**config.mk**
```make
export PLATFORM = sky130hd
export DESIGN_NAME = huffman_code_gen
export DESIGN_NICKNAME = d
export VERILOG_FILES = /design/src/rtl/huffman_code_gen_pkg.sv /design/src/rtl/huffman_node_table.sv /design/src/rtl/huffman_code_gen.sv
export SDC_FILE = /design/constraint.sdc
export NUM_CORES = 1
export LEC_CHECK = 0
export CAP_MARGIN = 15
export CORE_MARGIN = 2
export CORE_UTILIZATION = 29
export CTS_BUF_LIST = sky130_fd_sc_hd__clkbuf_2 sky130_fd_sc_hd__clkbuf_4 sky130_fd_sc_hd__clkbuf_8
export DETAILED_ROUTE_END_ITERATION = 7
export PLACE_DENSITY = 0.53
export RECOVER_POWER = 25
export REMOVE_ABC_BUFFERS = 1
export SYNTH_ARGS = -nofsm -noshare
export SYNTH_HDL_FRONTEND = slang
export SYNTH_SLANG_ARGS = --single-unit
```
**constraint.sdc**
```tcl
create_clock -name clk -period 5.8 [get_ports clk]
set_input_delay 0.87 -clock clk [delete_from_list [all_inputs] [get_ports clk]]
set_output_delay 0.87 -clock clk [all_outputs]
set_load 0.005 [all_outputs]
```
**src/rtl/huffman_code_gen_pkg.sv**
```systemverilog
// Shared constants and FSM state type for the Huffman code generator.
package huffman_code_gen_pkg;

  localparam int N_SYM             = 6;
  localparam int N_MERGE           = 5;
  localparam int ROOT_MERGE        = 4;
  localparam int FIRST_INTERNAL_ID = 6;
  localparam int N_NODE            = N_SYM + N_MERGE - 1;
  localparam int LEN_W             = 3;
  localparam int K_W               = 3;

  typedef enum logic [1:0] {
    IDLE = 2'd0,
    WALK = 2'd1,
    DONE = 2'd2,
    HOLD = 2'd3
  } state_t;

endpackage

```
**src/rtl/huffman_node_table.sv**
```systemverilog
// Per-node code/length register file with two write ports, one read port
// and a valid bit per entry used to detect a node being coded twice.
module huffman_node_table
  import huffman_code_gen_pkg::*;
#(
  parameter int CODE_W = 8,
  parameter int NODE_W = 4
) (
  input  logic              clk,
  input  logic              reset,
  input  logic              clear,
  input  logic              we0,
  input  logic [NODE_W-1:0] waddr0,
  input  logic [CODE_W-1:0] wcode0,
  input  logic [LEN_W-1:0]  wlen0,
  input  logic              we1,
  input  logic [NODE_W-1:0] waddr1,
  input  logic [CODE_W-1:0] wcode1,
  input  logic [LEN_W-1:0]  wlen1,
  input  logic [NODE_W-1:0] raddr,
  output logic [CODE_W-1:0] rcode,
  output logic [LEN_W-1:0]  rlen,
  output logic [N_NODE-1:0] node_valid,
  output logic [CODE_W-1:0] sym_code [N_SYM],
  output logic [LEN_W-1:0]  sym_len  [N_SYM]
);

  logic [CODE_W-1:0] code_reg [N_NODE];
  logic [LEN_W-1:0]  len_reg  [N_NODE];

  genvar gi;
  generate
    for (gi = 0; gi < N_NODE; gi++) begin : g_entry
      always_ff @(posedge clk or negedge reset) begin
        if (!reset) begin
          code_reg[gi]   <= '0;
          len_reg[gi]    <= '0;
          node_valid[gi] <= 1'b0;
        end else if (clear) begin
          code_reg[gi]   <= '0;
          len_reg[gi]    <= '0;
          node_valid[gi] <= 1'b0;
        end else if (we0 && waddr0 == NODE_W'(gi)) begin
          code_reg[gi]   <= wcode0;
          len_reg[gi]    <= wlen0;
          node_valid[gi] <= 1'b1;
        end else if (we1 && waddr1 == NODE_W'(gi)) begin
          code_reg[gi]   <= wcode1;
          len_reg[gi]    <= wlen1;
          node_valid[gi] <= 1'b1;
        end
      end
    end

    for (gi = 0; gi < N_SYM; gi++) begin : g_sym
      assign sym_code[gi] = code_reg[gi];
      assign sym_len[gi]  = len_reg[gi];
    end
  endgenerate

  // The root merge addresses one past the table; that read returns an empty node.
  always_comb begin
    rcode = '0;
    rlen  = '0;
    if (raddr < NODE_W'(N_NODE)) begin
      rcode = code_reg[raddr];
      rlen  = len_reg[raddr];
    end
  end

endmodule

```
**src/rtl/huffman_code_gen.sv**
```systemverilog
// Walks the five recorded merges root-first, one per cycle, and emits the
// per-symbol Huffman codes and masks with legality checking of the tree.
module huffman_code_gen
  import huffman_code_gen_pkg::*;
#(
  parameter int CODE_W = 8,
  parameter int NODE_W = 4
) (
  input  logic              clk,
  input  logic              reset,
  input  logic              tree_done,
  input  logic [NODE_W-1:0] tree_0_0,
  input  logic [NODE_W-1:0] tree_0_1,
  input  logic [NODE_W-1:0] tree_0_2,
  input  logic [NODE_W-1:0] tree_0_3,
  input  logic [NODE_W-1:0] tree_0_4,
  input  logic [NODE_W-1:0] tree_1_0,
  input  logic [NODE_W-1:0] tree_1_1,
  input  logic [NODE_W-1:0] tree_1_2,
  input  logic [NODE_W-1:0] tree_1_3,
  input  logic [NODE_W-1:0] tree_1_4,
  output logic [CODE_W-1:0] HC1,
  output logic [CODE_W-1:0] HC2,
  output logic [CODE_W-1:0] HC3,
  output logic [CODE_W-1:0] HC4,
  output logic [CODE_W-1:0] HC5,
  output logic [CODE_W-1:0] HC6,
  output logic [CODE_W-1:0] M1,
  output logic [CODE_W-1:0] M2,
  output logic [CODE_W-1:0] M3,
  output logic [CODE_W-1:0] M4,
  output logic [CODE_W-1:0] M5,
  output logic [CODE_W-1:0] M6,
  output logic              code_valid,
  output logic              code_err
);

  state_t            state;
  logic [K_W-1:0]    k;
  logic              tree_done_d;
  logic              start;
  logic [CODE_W-1:0] hc_reg [N_SYM];
  logic [CODE_W-1:0] m_reg  [N_SYM];

  logic [NODE_W-1:0] child0, child1, raddr;
  logic [CODE_W-1:0] rcode, pcode;
  logic [LEN_W-1:0]  rlen, plen, clen;
  logic [N_NODE-1:0] node_valid;
  logic [CODE_W-1:0] sym_code [N_SYM];
  logic [LEN_W-1:0]  sym_len  [N_SYM];
  logic              legal0, legal1, walk_go, clear;

  assign start   = tree_done & ~tree_done_d;
  assign walk_go = (state == WALK) && tree_done;
  assign clear   = (state == IDLE) && start;
  assign raddr   = NODE_W'(FIRST_INTERNAL_ID) + NODE_W'(k);

  always_comb begin
    child0 = tree_0_0;
    child1 = tree_1_0;
    case (k)
      3'd1:    begin child0 = tree_0_1; child1 = tree_1_1; end
      3'd2:    begin child0 = tree_0_2; child1 = tree_1_2; end
      3'd3:    begin child0 = tree_0_3; child1 = tree_1_3; end
      3'd4:    begin child0 = tree_0_4; child1 = tree_1_4; end
      default: begin child0 = tree_0_0; child1 = tree_1_0; end
    endcase
  end

  always_comb begin
    pcode = '0;
    plen  = '0;
    if (k != K_W'(ROOT_MERGE)) begin
      pcode = rcode;
      plen  = rlen;
    end
    clen = plen + LEN_W'(1);
  end

  // A child must exist, must already have been created by an earlier merge,
  // and must not be coded twice (including both children naming one node).
  always_comb begin
    legal0 = 1'b0;
    legal1 = 1'b0;
    if (child0 < NODE_W'(N_NODE))
      legal0 = !(child0 >= NODE_W'(FIRST_INTERNAL_ID) + NODE_W'(k)) && !node_valid[child0];
    if (child1 < NODE_W'(N_NODE))
      legal1 = !(child1 >= NODE_W'(FIRST_INTERNAL_ID) + NODE_W'(k)) && !node_valid[child1]
               && (child1 != child0);
  end

  huffman_node_table #(
    .CODE_W(CODE_W),
    .NODE_W(NODE_W)
  ) u_table (
    .clk       (clk),
    .reset     (reset),
    .clear     (clear),
    .we0       (walk_go && legal0),
    .waddr0    (child0),
    .wcode0    ({pcode[CODE_W-2:0], 1'b0}),
    .wlen0     (clen),
    .we1       (walk_go && legal1),
    .waddr1    (child1),
    .wcode1    ({pcode[CODE_W-2:0], 1'b1}),
    .wlen1     (clen),
    .raddr     (raddr),
    .rcode     (rcode),
    .rlen      (rlen),
    .node_valid(node_valid),
    .sym_code  (sym_code),
    .sym_len   (sym_len)
  );

  always_ff @(posedge clk or negedge reset) begin
    if (!reset) begin
      state       <= IDLE;
      k           <= '0;
      tree_done_d <= 1'b0;
      code_valid  <= 1'b0;
      code_err    <= 1'b0;
      for (int i = 0; i < N_SYM; i++) begin
        hc_reg[i] <= '0;
        m_reg[i]  <= '0;
      end
    end else begin
      tree_done_d <= tree_done;
      case (state)
        IDLE: begin
          if (start) begin
            state      <= WALK;
            k          <= K_W'(ROOT_MERGE);
            code_err   <= 1'b0;
            code_valid <= 1'b0;
            for (int i = 0; i < N_SYM; i++) begin
              hc_reg[i] <= '0;
              m_reg[i]  <= '0;
            end
          end
        end
        WALK: begin
          if (!tree_done) begin
            state <= IDLE;
          end else begin
            if (!legal0 || !legal1)
              code_err <= 1'b1;
            if (k == '0)
              state <= DONE;
            else
              k <= k - K_W'(1);
          end
        end
        DONE: begin
          for (int i = 0; i < N_SYM; i++) begin
            if (node_valid[i]) begin
              hc_reg[i] <= sym_code[i];
              m_reg[i]  <= ~({CODE_W{1'b1}} << sym_len[i]);
            end else begin
              hc_reg[i] <= '0;
              m_reg[i]  <= '0;
            end
          end
          if (!(&node_valid[N_SYM-1:0]))
            code_err <= 1'b1;
          state <= HOLD;
        end
        HOLD: begin
          if (!tree_done) begin
            state      <= IDLE;
            code_valid <= 1'b0;
          end else begin
            code_valid <= 1'b1;
          end
        end
        default: state <= IDLE;
      endcase
    end
  end

  assign HC1 = hc_reg[0];
  assign HC2 = hc_reg[1];
  assign HC3 = hc_reg[2];
  assign HC4 = hc_reg[3];
  assign HC5 = hc_reg[4];
  assign HC6 = hc_reg[5];
  assign M1  = m_reg[0];
  assign M2  = m_reg[1];
  assign M3  = m_reg[2];
  assign M4  = m_reg[3];
  assign M5  = m_reg[4];
  assign M6  = m_reg[5];

endmodule

```
==> metrics list <==
- Data arrival time at the worst-slack endpoint: approximately 5.2 ns
- For flop-to-flop paths, the worst setup slack is 0.97 ns.
- Compound-gate portion of the synthesized area: 13.16%
- Cells after synthesis: ~1000
- For met2 alone, demand over resource in global routing was 24.87%.
* Floorplan die area: a little under 40000 µm²
- Main combinational cell family by area after synthesis: multiplexers
* Clock latency reported for the late side of the worst-skew pair: 0.54 ns
- Global routing used under 10% of the available met3 tracks.
* CTS-repair resized insts: 0
- Global-route track usage on met1: between 20% and 30%
- Data on the critical path is required at its endpoint by about 6.2 ns.
- The average instance in the mapped netlist occupies ~11 µm².
* Clock transition at the registers of the reported paths: about 0.060 ns
- After Yosys synthesis, XOR and XNOR cells account for less than 1% of the synthesized area.
* Top_reg_cell synth: sky130_fd_sc_hd__dfrtp_1
- First-pass iteration count of the detailed router: 5
* Cell breakdown of the critical path: inv_1, ha_1, or4_4, nand2_4, a21o_1, inv_1, ha_1, nand2b_1, a211oi_1, o21ai_0, a31o_2, a211oi_4, nand3_4, o311a_1, mux2_4
- Post-layout utilization of the core: a little over a third
- After synthesis, the share of flip-flops with an asynchronous set or reset is 100.0%.
- Proportion of netlist area held by the largest area contributor: between 40% and 50%
* Post-Route Hold Slack: roughly 0.48 ns
- Number of global-route vias before repair: around 8500
- Final setup TNS: 0 ns
- The flow ran to the end, but the final reports show violations.
* Actual transition at the worst max-transition pin: about 4.2 ns
* Final standard cell area without fillers: 13570 µm²
- Core area: around 37000 µm²
* CP top delay family: compound AO/OA/AOI/OAI gates
- The final reports fail on max-capacitance violations, max-slew violations.
* Placed wire-length estimate after detailed placement: 21090 µm
* Layout cell share with drive strength beyond 1: about 16%
* Sort of element at the start of the critical path: flop
* Effective utilization at floorplan: between 20% and 30%
- Worst hold path type: flop to flop
* Total placed instance area: 12750 µm²
- Cell accounting for the most synthesized area: sky130_fd_sc_hd__dfrtp_1
* Peak Freq: 0.2070 GHz
- The smallest clock period supported by the final layout is computed as around 4.8 ns.
- Post-CTS Setup Inserts: 0
* Global-route usage over all layers: 15.98%
- The register with the most flip-flops in the layout has 48 of them.
- Total power density per cell area: a little under 400 nW/µm²
- Summed over all layers, the global routing overflow is 0.
- Most repeated cell in the gate-level netlist after synthesis: sky130_fd_sc_hd__dfrtp_1
- Largest net degree at the start of global routing: 179
- Max-cap violations in this run came to 1.
* Clock tree from TritonCTS: built
* First DRT Iteration DRCs: around 560
- The largest single stage delay on the critical path is between 0.6 and 0.7 ns.
- At the end of routability-driven placement, the weighted congestion stood at 0.8950.
- Setup WS pre-CTS: between 0.9 and 1 ns
* H-tree level count: 2
- The synthesized design contains between 200 and 250 register bits.
* Number of slew-limit violations in the final report: 73
- Worst-case headroom to the max-slew limit: -178.0%
- The clock drives about 210 sinks.
- Counting the fill cells in the layout gives around 3800.
- The layer flagged by global routing as most heavily used is met2.
- Boundary Pins: about 140
- Via Count: between 8000 and 9000
* Worst setup margin: a little under 1 ns
- The tree is rooted in a sky130_fd_sc_hd__clkbuf_8.
* Area of the mapped netlist: approximately 11000 µm²
- Remaining antenna violation count after routing: 0
- Multiplexer cells account for about 18% of the synthesized area.
* Post-cts hold buffer count: 0
- After detailed routing, the average wire length per cell comes to around 18 µm.
* Worst path buffer plus inverter count: 2
* Main area contributors after synthesis: sky130_fd_sc_hd__dfrtp_1, sky130_fd_sc_hd__nand2_1, sky130_fd_sc_hd__mux2i_1, sky130_fd_sc_hd__o21ai_0, sky130_fd_sc_hd__mux2_2
* Number of buffers on the longest clock path: 3
* Clk_skew: roughly 0.017 ns
- Final antenna diode count: 0
- CP max-delay cell: sky130_fd_sc_hd__o311a_1
- Sequential cells were found to cover 48.85% of the synthesized design area.
- Most common library cells after synthesis: sky130_fd_sc_hd__dfrtp_1, sky130_fd_sc_hd__nand2_1, sky130_fd_sc_hd__o21ai_0
- Number of flops mapped to enable cells by yosys: 0
- Max FO, Critical Path: 10
- Adder-cell area share of the yosys netlist: roughly 2.4%
- Overall routed net length: a little over 30000 µm
- Global-route wire length before repair: approximately 49000 µm
- Endpoint type of the worst setup path: flop
* Residual DRC: 0
- Antenna violations before repair: 0
* Count of endpoints failing setup in the final report: 0
* CTS Buf Count: 39
- Compared with the post-synthesis result, the final layout area differs by 23.76%.
- Die extent in x: 198.4 µm
- Warnings, synthesis: 0
* Net total in the final layout: 1226
- The critical path is of the flop to flop type.
* Final worst-path cycle share: roughly 83%
* Share of synthesized cell area in and, or, nand and nor gates: around an eighth
- Vias per inst: ~4.9
* Row cnt: between 70 and 80
- IO Port Bufs: 134
- Pleak: just under 6 nW
- Yosys mapped the design onto 70 distinct sky130hd cell types.
- RSZ-0062 raised after global routing: false
- Count of endpoints failing hold in the final timing report: 0
- The die is ~200 µm tall.
- Peak ir drop on the vdd network: 0.1660 mV
-- final cells by class --
cell class,instances,area [µm²],share of cell area (%)
well taps,511,639.4,4.712
repair buffers,147,1458,10.74
clock inverters,7,41.29,0.3043
inverters,33,123.9,0.9129
flip-flops and latches,214,5356,39.48
multi-input cells,727,5165,38.07
clock buffers,62,784.5,5.782
-- kinds of logic after synthesis --
logic type      count (synthesis)
flops                         214
other cells                     1
fa+ha+maj                      21
simple gates                  320
xor+xnor                        4
compound gates                225
buf+inv                       104
mux                           151
-- through the flow --
step	power (W)	cells
3_5_place_dp	0.003893	1632
5_1_grt	0.005719	1701
4_1_cts	0.005414	1701
6_report	0.005371	1701
3_3_place_gp	0.003878	1632
2_1_floorplan	0.003204	974
-- layer usage --
layer,part of all wire (%),up-vias
li1,-,3912
met1,48,4118
met2,45,212
met3,5.6,42
met4,1.9,0
met5,0,-
-- cells in the final DEF (no fill, tap or decap), drive strengths merged, types with 13 or more instances in the layout --
master / netlist / final
o21a: 14 / 14
mux2i: 58 / 58
o21ai: 102 / 102
mux2: 73 / 73
buf: 30 / 13
dfrtp: 214 / 214
nor2: 36 / 36
ha: 21 / 21
o31ai: 18 / 18
inv: 33 / 34
nand3: 16 / 16
a21oi: 35 / 35
clkdlybuf4s50: 0 / 132
nand2: 204 / 204
clkbuf: 41 / 63
mux4: 20 / 20
-- report_power, final --
group	switching, W	total (W)	internal (W)
clock network	0.000635	0.00149	0.000860
logic	0.00128	0.00206	0.000783
registers	0.000184	0.00181	0.00163
total	0.00210	0.00537	0.00327
-- path summary, 6_finish.rpt --
kind / start / endpoint / depth (start not counted)
worst min-delay path: M1[6] / M1[6] / 2
worst max-delay path: k[0] / u_table.len_reg[8] / 15
worst max register to register: k[0] / u_table.len_reg[8] / 15
min in group asynchronous: reset / HC4[3] / 1
max in group asynchronous: reset / k[0] / 1
worst min register to register: M1[6] / M1[6] / 2
-- tightest hold or removal path, stage by stage, from the launching register on --
cell,delay [ns]
sky130_fd_sc_hd__dfrtp_1,0.33
sky130_fd_sc_hd__nand2_1,0.05
sky130_fd_sc_hd__o21ai_0,0.06
Power figures use the tool's default switching activity.
